===== config.mk =====
export PLATFORM = sky130hd
export DESIGN_NAME = uart_tx_feeder_flat
export DESIGN_NICKNAME = d
export VERILOG_FILES = /design/src/rtl/uart_pkg.sv /design/src/rtl/uart_tx_feeder_if.sv /design/src/rtl/uart_tx_feeder_byte_fifo.sv /design/src/rtl/uart_tx_feeder.sv /design/src/flat_wrapper.sv
export SDC_FILE = /design/constraint.sdc
export NUM_CORES = 1
export LEC_CHECK = 0
export ABC_CLOCK_PERIOD_IN_PS = 4300
export CAP_MARGIN = 20
export CORE_MARGIN = 1
export CORE_UTILIZATION = 45
export DETAILED_ROUTE_END_ITERATION = 8
export SLEW_MARGIN = 25
export SYNTH_ARGS = -nofsm -noshare
export SYNTH_HDL_FRONTEND = slang
export SYNTH_SLANG_ARGS = --single-unit

===== constraint.sdc =====
create_clock -name clk -period 4.3 [get_ports clk]
set_input_delay 0.86 -clock clk [delete_from_list [all_inputs] [get_ports clk]]
set_output_delay 0.86 -clock clk [all_outputs]
set_load 0.005 [all_outputs]

===== src/rtl/uart_pkg.sv =====
// Purpose: shared UART constants and the TX feeder state type.
// Latency: n/a (declarations only).
// Backpressure: n/a.
// Contents: BYTE_W data width, DEF_DEPTH default buffer depth, feeder_state_t.
package uart_pkg;

  localparam int BYTE_W    = 8;
  // Default buffer depth; the RX-side buffer is expected to reuse it.
  localparam int DEF_DEPTH = 16;

  typedef enum logic [1:0] {
    IDLE,
    START,
    WAIT_BUSY,
    WAIT_DONE
  } feeder_state_t;

endpackage


===== src/rtl/uart_tx_feeder_if.sv =====
// Purpose: bundles the CPU write side and the transmitter handshake of the TX feeder.
// Latency: n/a (wires only).
// Backpressure: full/overflow toward the writer, tx_busy from the transmitter.
// Ports: slave = feeder view, master = environment (CPU + transmitter) view.
interface uart_tx_feeder_if #(
  parameter int DEPTH = uart_pkg::DEF_DEPTH,
  parameter int AW    = $clog2(DEPTH)
);

  logic [uart_pkg::BYTE_W-1:0] wr_data;
  logic                        wr_en;
  logic                        full;
  logic                        empty;
  logic [AW:0]                 count;
  logic                        overflow;
  logic                        ovf_clr;
  logic [uart_pkg::BYTE_W-1:0] sdata;
  logic                        tx_start;
  logic                        tx_busy;

  modport slave (
    input  wr_data, wr_en, ovf_clr, tx_busy,
    output full, empty, count, overflow, sdata, tx_start
  );

  modport master (
    output wr_data, wr_en, ovf_clr, tx_busy,
    input  full, empty, count, overflow, sdata, tx_start
  );

endinterface


===== src/rtl/uart_tx_feeder_byte_fifo.sv =====
// Purpose: synchronous byte FIFO with registered count/full/empty.
// Latency: write visible in count/empty the cycle after the write edge; rd_data is mem[rd_ptr] combinationally.
// Backpressure: writes while full are ignored; pops while empty are ignored.
// Ports: clk, reset_n, wr_en/wr_data, rd_en/rd_data, count, full, empty.
module byte_fifo
  import uart_pkg::*;
#(
  parameter int DEPTH = DEF_DEPTH,
  parameter int AW    = $clog2(DEPTH),
  parameter int W     = BYTE_W
) (
  input  logic         clk,
  input  logic         reset_n,
  input  logic         wr_en,
  input  logic [W-1:0] wr_data,
  input  logic         rd_en,
  output logic [W-1:0] rd_data,
  output logic [AW:0]  count,
  output logic         full,
  output logic         empty
);

  localparam logic [AW:0] FULL_CNT = (AW+1)'(DEPTH);

  logic [W-1:0]  mem [DEPTH];
  logic [AW-1:0] wr_ptr;
  logic [AW-1:0] rd_ptr;
  logic          push;
  logic          pop;
  logic [AW:0]   count_nxt;

  // Acceptance uses the registered (pre-edge) full/empty, so a write while
  // full is dropped even if a pop frees a slot on the same edge.
  assign push    = wr_en && !full;
  assign pop     = rd_en && !empty;
  assign rd_data = mem[rd_ptr];

  always_ff @(posedge clk) begin
    if (push) begin
      mem[wr_ptr] <= wr_data;
    end
  end

  always_comb begin
    count_nxt = count;
    if (push && !pop) begin
      count_nxt = count + 1'b1;
    end else if (pop && !push) begin
      count_nxt = count - 1'b1;
    end
  end

  // DEPTH is a power of two, so the pointers wrap by natural overflow.
  always_ff @(posedge clk or negedge reset_n) begin
    if (!reset_n) begin
      wr_ptr <= '0;
      rd_ptr <= '0;
      count  <= '0;
      full   <= 1'b0;
      empty  <= 1'b1;
    end else begin
      if (push) begin
        wr_ptr <= wr_ptr + 1'b1;
      end
      if (pop) begin
        rd_ptr <= rd_ptr + 1'b1;
      end
      count <= count_nxt;
      full  <= (count_nxt == FULL_CNT);
      empty <= (count_nxt == '0);
    end
  end

endmodule


===== src/rtl/uart_tx_feeder.sv =====
// Purpose: buffers CPU bytes and issues them one at a time to the UART transmitter.
// Latency: write into empty FIFO with idle transmitter -> tx_start 2 cycles later; next start 2 cycles after tx_busy falls.
// Backpressure: full flags the writer, dropped writes set sticky overflow; tx_busy stalls issue.
// Ports: clk, reset_n, bus (uart_tx_feeder_if.slave: wr_*, full/empty/count, overflow/ovf_clr, sdata/tx_start/tx_busy).
module uart_tx_feeder
  import uart_pkg::*;
#(
  parameter int DEPTH = DEF_DEPTH,
  parameter int AW    = $clog2(DEPTH)
) (
  input  logic                  clk,
  input  logic                  reset_n,
  uart_tx_feeder_if.slave       bus
);

  feeder_state_t       state;
  logic                pop;
  logic [BYTE_W-1:0]   rd_data;
  logic [AW:0]         fifo_count;
  logic                fifo_full;
  logic                fifo_empty;
  logic [BYTE_W-1:0]   sdata_q;
  logic                tx_start_q;
  logic                overflow_q;

  // A byte is taken only from IDLE, so sdata never changes while the
  // transmitter may still be sampling the previous byte.
  assign pop = (state == IDLE) && !fifo_empty && !bus.tx_busy;

  byte_fifo #(
    .DEPTH (DEPTH),
    .AW    (AW),
    .W     (BYTE_W)
  ) u_fifo (
    .clk     (clk),
    .reset_n (reset_n),
    .wr_en   (bus.wr_en),
    .wr_data (bus.wr_data),
    .rd_en   (pop),
    .rd_data (rd_data),
    .count   (fifo_count),
    .full    (fifo_full),
    .empty   (fifo_empty)
  );

  // WAIT_BUSY absorbs the registered tx_busy latency: the transmitter only
  // raises busy the cycle after it sees tx_start.
  always_ff @(posedge clk or negedge reset_n) begin
    if (!reset_n) begin
      state      <= IDLE;
      sdata_q    <= '0;
      tx_start_q <= 1'b0;
    end else begin
      case (state)
        IDLE: begin
          if (pop) begin
            sdata_q    <= rd_data;
            tx_start_q <= 1'b1;
            state      <= START;
          end
        end
        START: begin
          tx_start_q <= 1'b0;
          state      <= WAIT_BUSY;
        end
        WAIT_BUSY: begin
          if (bus.tx_busy) begin
            state <= WAIT_DONE;
          end
        end
        WAIT_DONE: begin
          if (!bus.tx_busy) begin
            state <= IDLE;
          end
        end
        default: begin
          state      <= IDLE;
          tx_start_q <= 1'b0;
        end
      endcase
    end
  end

  // Sticky drop flag; a drop on the same edge as a clear keeps it set.
  always_ff @(posedge clk or negedge reset_n) begin
    if (!reset_n) begin
      overflow_q <= 1'b0;
    end else if (bus.wr_en && fifo_full) begin
      overflow_q <= 1'b1;
    end else if (bus.ovf_clr) begin
      overflow_q <= 1'b0;
    end
  end

  assign bus.count    = fifo_count;
  assign bus.full     = fifo_full;
  assign bus.empty    = fifo_empty;
  assign bus.overflow = overflow_q;
  assign bus.sdata    = sdata_q;
  assign bus.tx_start = tx_start_q;

endmodule


===== src/flat_wrapper.sv =====
// flat-port wrapper written by rule: the top's interface ports become plain ports
module uart_tx_feeder_flat import uart_pkg::*;
#(
  parameter int DEPTH = DEF_DEPTH,
  parameter int AW    = $clog2(DEPTH)
)
  (clk, reset_n, bus_wr_data, bus_wr_en, bus_ovf_clr, bus_tx_busy, bus_full, bus_empty, bus_count, bus_overflow, bus_sdata, bus_tx_start);
  uart_tx_feeder_if #(.DEPTH(DEPTH), .AW(AW)) bus_i ();
  input  logic clk;
  input  logic reset_n;
  input wire logic [$bits(bus_i.wr_data)-1:0] bus_wr_data;
  input wire logic [$bits(bus_i.wr_en)-1:0] bus_wr_en;
  input wire logic [$bits(bus_i.ovf_clr)-1:0] bus_ovf_clr;
  input wire logic [$bits(bus_i.tx_busy)-1:0] bus_tx_busy;
  output wire logic [$bits(bus_i.full)-1:0] bus_full;
  output wire logic [$bits(bus_i.empty)-1:0] bus_empty;
  output wire logic [$bits(bus_i.count)-1:0] bus_count;
  output wire logic [$bits(bus_i.overflow)-1:0] bus_overflow;
  output wire logic [$bits(bus_i.sdata)-1:0] bus_sdata;
  output wire logic [$bits(bus_i.tx_start)-1:0] bus_tx_start;
  assign bus_i.wr_data = bus_wr_data;
  assign bus_i.wr_en = bus_wr_en;
  assign bus_i.ovf_clr = bus_ovf_clr;
  assign bus_i.tx_busy = bus_tx_busy;
  assign bus_full = bus_i.full;
  assign bus_empty = bus_i.empty;
  assign bus_count = bus_i.count;
  assign bus_overflow = bus_i.overflow;
  assign bus_sdata = bus_i.sdata;
  assign bus_tx_start = bus_i.tx_start;
  uart_tx_feeder #(.DEPTH(DEPTH), .AW(AW)) u_core (.clk(clk), .reset_n(reset_n), .bus(bus_i));
endmodule

Yosys cells after proc, flatten, opt, wreduce, memory -nomap -nowiden
Memory sizes are Yosys's and may differ from the RTL's. A register that Yosys moved wholly into a read port is not among the register bits.
Index checks and enable logic that the tools add are counted.
Widths: inputs -> output; s select.
{ "op_classes": {"n_addsub": 4, "n_eq_ne": 7, "n_mux": 12, "reduce_logical": 20} }
{ "op_table": {"columns": ["operator", "count"], "rows": [
  ["$mux 5", 2],
  ["$add 4x1->4 const B", 2],
  ["$pmux 2 s4", 1],
  ["$logic_and 1x1->1", 7],
  ["$logic_not 1->1", 6],
  ["$mux 2", 3],
  ["$ne 2x2->1 const B", 3],
  ["$add 5x1->5 const B", 1],
  ["$eq 5x5->1 const B", 1],
  ["$logic_not 5->1", 1],
  ["$mux 1", 5],
  ["$sub 5x1->5 const B", 1],
  ["$eq 2x2->1 const B", 2],
  ["$reduce_and 2->1", 2],
  ["$reduce_bool 2->1", 2],
  ["$reduce_and 3->1", 1],
  ["$eq 2x1->1 const B", 1],
  ["$logic_not 2->1", 1],
  ["$pmux 1 s2", 1]
]} }
{ "word_totals": {"reg_bits": 19, "ramBits": 128, "in_bits": 13, "output_inout_bits": 17, "elab_cells": 52, "memories": 1} }
{ "mem_list": {"columns": ["memory", "depth", "width", "rd", "rd_ports_with_merged_regs", "wr", "line", "text"], "rows": [
  ["u_core.u_fifo.mem", 16, 8, 1, 1, 1, "uart_tx_feeder_byte_fifo.sv:25", "logic [W-1:0] mem [DEPTH];"]
]} }

Depth between registers and ports, before layout
{ "depth": {"depth_word": 8, "ltp_mapped": 7, "depth_no_buf": 6} }

Hierarchy
A second synthesis with hierarchy kept.
{ "hier_totals": {"hier_cells": 339, "area_unflattened_um2": 6388.6} }
{ "by_module_without_submodules": {"columns": ["module", "instances", "cells_per_inst", "area_per_inst_um2", "seq_area_each_um2"], "rows": [
  ["byte_fifo", 1, 295, 5828.1, 4220.3],
  ["uart_tx_feeder", 1, 44, 560.5, 300.3]
]} }

Worst setup path after synthesis
Ideal clock, no wire load.
{ "synth_timing": {"path_type": "input to register", "start": "input bus_wr_en", "end": "memory u_core.u_fifo.mem[3][0] in the netlist's numbering (enable)", "setup_ps": 383, "arrival_ps": 2022, "t_required_ps": 3917, "slack_ps": 1894, "stages": 4, "n_path_buf": 1, "path_cell_list": "nor2b_1 -> buf_2 -> nand2_1 -> nor3_1"} }
{ "synth_via": {"elab_chain_len": 3} }
{ "synth_rtl": {"columns": ["element", "line", "text"], "rows": [
  ["from (decl)", "flat_wrapper.sv:12", "input wire logic [$bits(bus_i.wr_en)-1:0] bus_wr_en;"],
  ["$logic_and 1x1->1", "uart_tx_feeder_byte_fifo.sv:34", "assign push = wr_en && !full;"],
  ["$mux 1", "uart_tx_feeder_byte_fifo.sv:39", "if (push) begin"],
  ["$mux 1 (not written as such)", "uart_tx_feeder_byte_fifo.sv:40", "mem[wr_ptr] <= wr_data;"],
  ["to (decl)", "uart_tx_feeder_byte_fifo.sv:25", null]
]} }
No other way between the ends.

Final worst setup path
{ "layout_timing": {"start": "input bus_wr_en", "end": "memory u_core.u_fifo.mem[7][4] in the netlist's numbering (enable)"} }
The elaborated chain is that of the path after synthesis.

==> results.toml <==
[status]
status = "complete, no violations"

[cells_and_area]
area_growth_pct = 16.1
fin_util_pct = 53.4
antenna_cells = 0
design_area_sq_um = 7420
drive_gt1_share_pct = 19.8
final_cells = 579
nets = 412

[placement]
place_area_sq_um = 6860
dp.final_hpwl_um = 8210
gp_congestion = 0.749
placedCellCount = 548
io_buffers = 29
dpl_worst_slack_ns = 1.15

[yosys]
synth_nets = 374
syn_avg_cell_area_sq_um = 18.3
async_flop_share_pct = 17.4
yosysTopAreaCellShare_pct = 60.2
synth_warnings = 0
synth.area.top_cells = "edfxtp_1 (60%), mux4_2 (11%), dfrtp_1 (10%)"
ys_seq_area_share_pct = 70.8
yosys_register_bits = 155
netlist.top_cell.by_area = "edfxtp_1"
synth.distinct_cells = 44
synthFlopType = "edfxtp_1"
syn_inst = 349
synth_edf_count = 128
syn_area_sq_um = 6390

[clocking]
cts_made_buffers = 17
cts_root_buf = "clkbuf_16"
cts_resized = 0
cts_max_path_buffers = 2
cts_tree = "yes"
htreeDepth = 4
cts_setup_buffers = 0
path_clk_slew_ns = 0.06
hold_buffers = 0
numClockSinks = 155
clock_latency_ns = 0.42

[detailed_routing]
drt_drc_violations_left = 0
ant_nets = 0
wl_per_cell_um = 21.6
drt-initial-drc-count = 338
wl_um = 12500
drtPass1Iterations = 5
viasPerCell = 5.63
dr_total_vias = 3262

[global_routing]
grt_max_degree = 37
antenna_found_initial = 0
grt_pass1_vias = 3319
grt_pass1_wl_um = 19500
grt_use_total_pct = 18.9
gr-total-overflow = 0

[timing]
hold_viol = 0
fmax_ghz = 0.367
slew_headroom_pct = 48.7
holdWs_ns = 0.489
layout_setup_ws_ns = 1.58
rsz0062_at_grt = "false"
setup_viol = 0
slew_violations = 0
layout_min_cycle_time_ns = 2.72
finalSetupTns_ns = 0
fin_worst_skew_ns = 0.0134
worst_pin_slew_ns = 0.767
post-route-period-util_pct = 63.3

[power]
p_int_mw = 3.40
clockPowerShare_pct = 28.7
swShare_pct = 30.2
vdd_ir_drop_max_uv = 280
p_seq_share_pct = 43.3
switching_power_mw = 1.47
power_density_nw_per_um2 = 657
power_mw = 4.87
leakagePower_nw = 2.51
pwr-share-comb_pct = 28.0

[die]
die_h_um = 121
ios = 30
coreArea_sq_um = 13900
start_util_pct = 46.0
dieArea_sq_um = 14700
die_w_um = 121
rows = 43

[setup_path]
cp-start-kind = "input pin"
arrival_ns = 2.77
worstPathMaxFanout = 8
crit_type = "input pin to register"
cp-end-kind = "register"
cp.required_ns = 4.34

[flow_run]
maxCapViolCount = 0

[hold_path]
holdCritPathClass = "register to register"
-- per-layer routing --
metal	global-route usage (%)	vias up	part of all wire, %
met5	0	-	0
met4	7.56	0	0.96
met3	4.42	9	8.1
met2	27.9	129	47
met1	27.2	1662	44
li1	-	1462	-
-- worst max-delay path, cell delays in order --
cell and delay (ns):
clkdlybuf4s50_1 0.57, nor2b_1 0.44, nand2_1 0.26, nor2_1 0.63
-- placed cells by master (no fill, tap or decap), types with 2 or more instances in the layout --
master	netlist	routed
edfxtp_1	128	128
mux4_2	31	31
clkdlybuf4s50_1	0	29
dfrtp_1	26	25
nand2_1	22	22
nor2_1	19	19
mux2i_1	17	17
clkbuf_16	0	17
ha_1	12	12
xnor2_1	8	8
buf_4	5	8
inv_1	7	7
nor3_1	7	7
o221ai_1	7	7
nand4_1	4	4
nand2b_1	4	4
a21oi_1	4	4
clkinv_1	0	4
a31oi_1	3	3
nand3b_1	3	3
clkinv_4	0	3
clkinv_2	0	3
nor2b_1	2	2
nor4b_2	2	2
and4_1	2	2
nand3_1	2	2
a211oi_2	2	2
o21ai_0	2	2
bufinv_16	0	2
clkinvlp_4	0	2
-- worst paths after layout --
check                                           to                start  cells past startpoint  slack (ns)
max                        u_core.u_fifo.mem[7][4]            bus_wr_en                      4        1.58
min                            u_core.bus.sdata[5]  u_core.bus.sdata[5]                      2        0.49
max reg2reg                     u_core.u_fifo.full      u_core.state[0]                      6        2.00
min reg2reg                    u_core.bus.sdata[5]  u_core.bus.sdata[5]                      2        0.49
max in group asynchronous      u_core.u_fifo.empty              reset_n                      2        3.18
min in group asynchronous      u_core.bus.overflow              reset_n                      2        0.82
-- logic make-up after synthesis --
kind of cell | Yosys count | synth area share [%]
XOR/XNOR | 9 | 1.35
flip-flops | 155 | 70.8
multiplexers | 49 | 13.8
AO/OA/AOI/OAI | 24 | 3.17
buffers and inverters | 25 | 2.10
adder cells (fa/ha/maj) | 12 | 2.35
AND/OR/NAND/NOR | 75 | 6.48
-- cell type report --
class / count / area [sq um]
timing repair buffer: 37 / 350
fill: 1096 / 6460
multi-input combinational: 169 / 1730
clock inverter: 14 / 131
clock buffer: 17 / 425
tap: 180 / 225
sequential: 155 / 4520
inverter: 7 / 26.3
-- cell usage after synthesis, types with 5 or more instances --
cell type  count
edfxtp_1     128
mux4_2        31
dfrtp_1       26
nand2_1       22
nor2_1        19
mux2i_1       17
ha_1          12
xnor2_1        8
inv_1          7
nor3_1         7
o221ai_1       7
buf_2          5
buf_4          5
-- power groups by stage --
stage | Combinational (mW) | Sequential (mW) | Clock [mW]
floorplan | 1.05 | 2.00 | 0
global placement | 1.38 | 2.14 | 0
detailed placement | 1.39 | 2.14 | 0
CTS | 1.39 | 2.11 | 1.43
global route | 1.49 | 2.15 | 1.48
finish | 1.36 | 2.11 | 1.40
-- state kept, by name, summed over array words and instances, names as in the netlist --
| name | cells |
|---|---|
| u_core.bus.overflow | 1 |
| u_core.bus.sdata | 8 |
| u_core.bus.tx_start | 1 |
| u_core.state | 2 |
| u_core.u_fifo.count | 5 |
| u_core.u_fifo.empty | 1 |
| u_core.u_fifo.full | 1 |
| u_core.u_fifo.mem | 128 |
| u_core.u_fifo.rd_ptr | 4 |
| u_core.u_fifo.wr_ptr | 4 |
(Power assumes the default switching activity.)
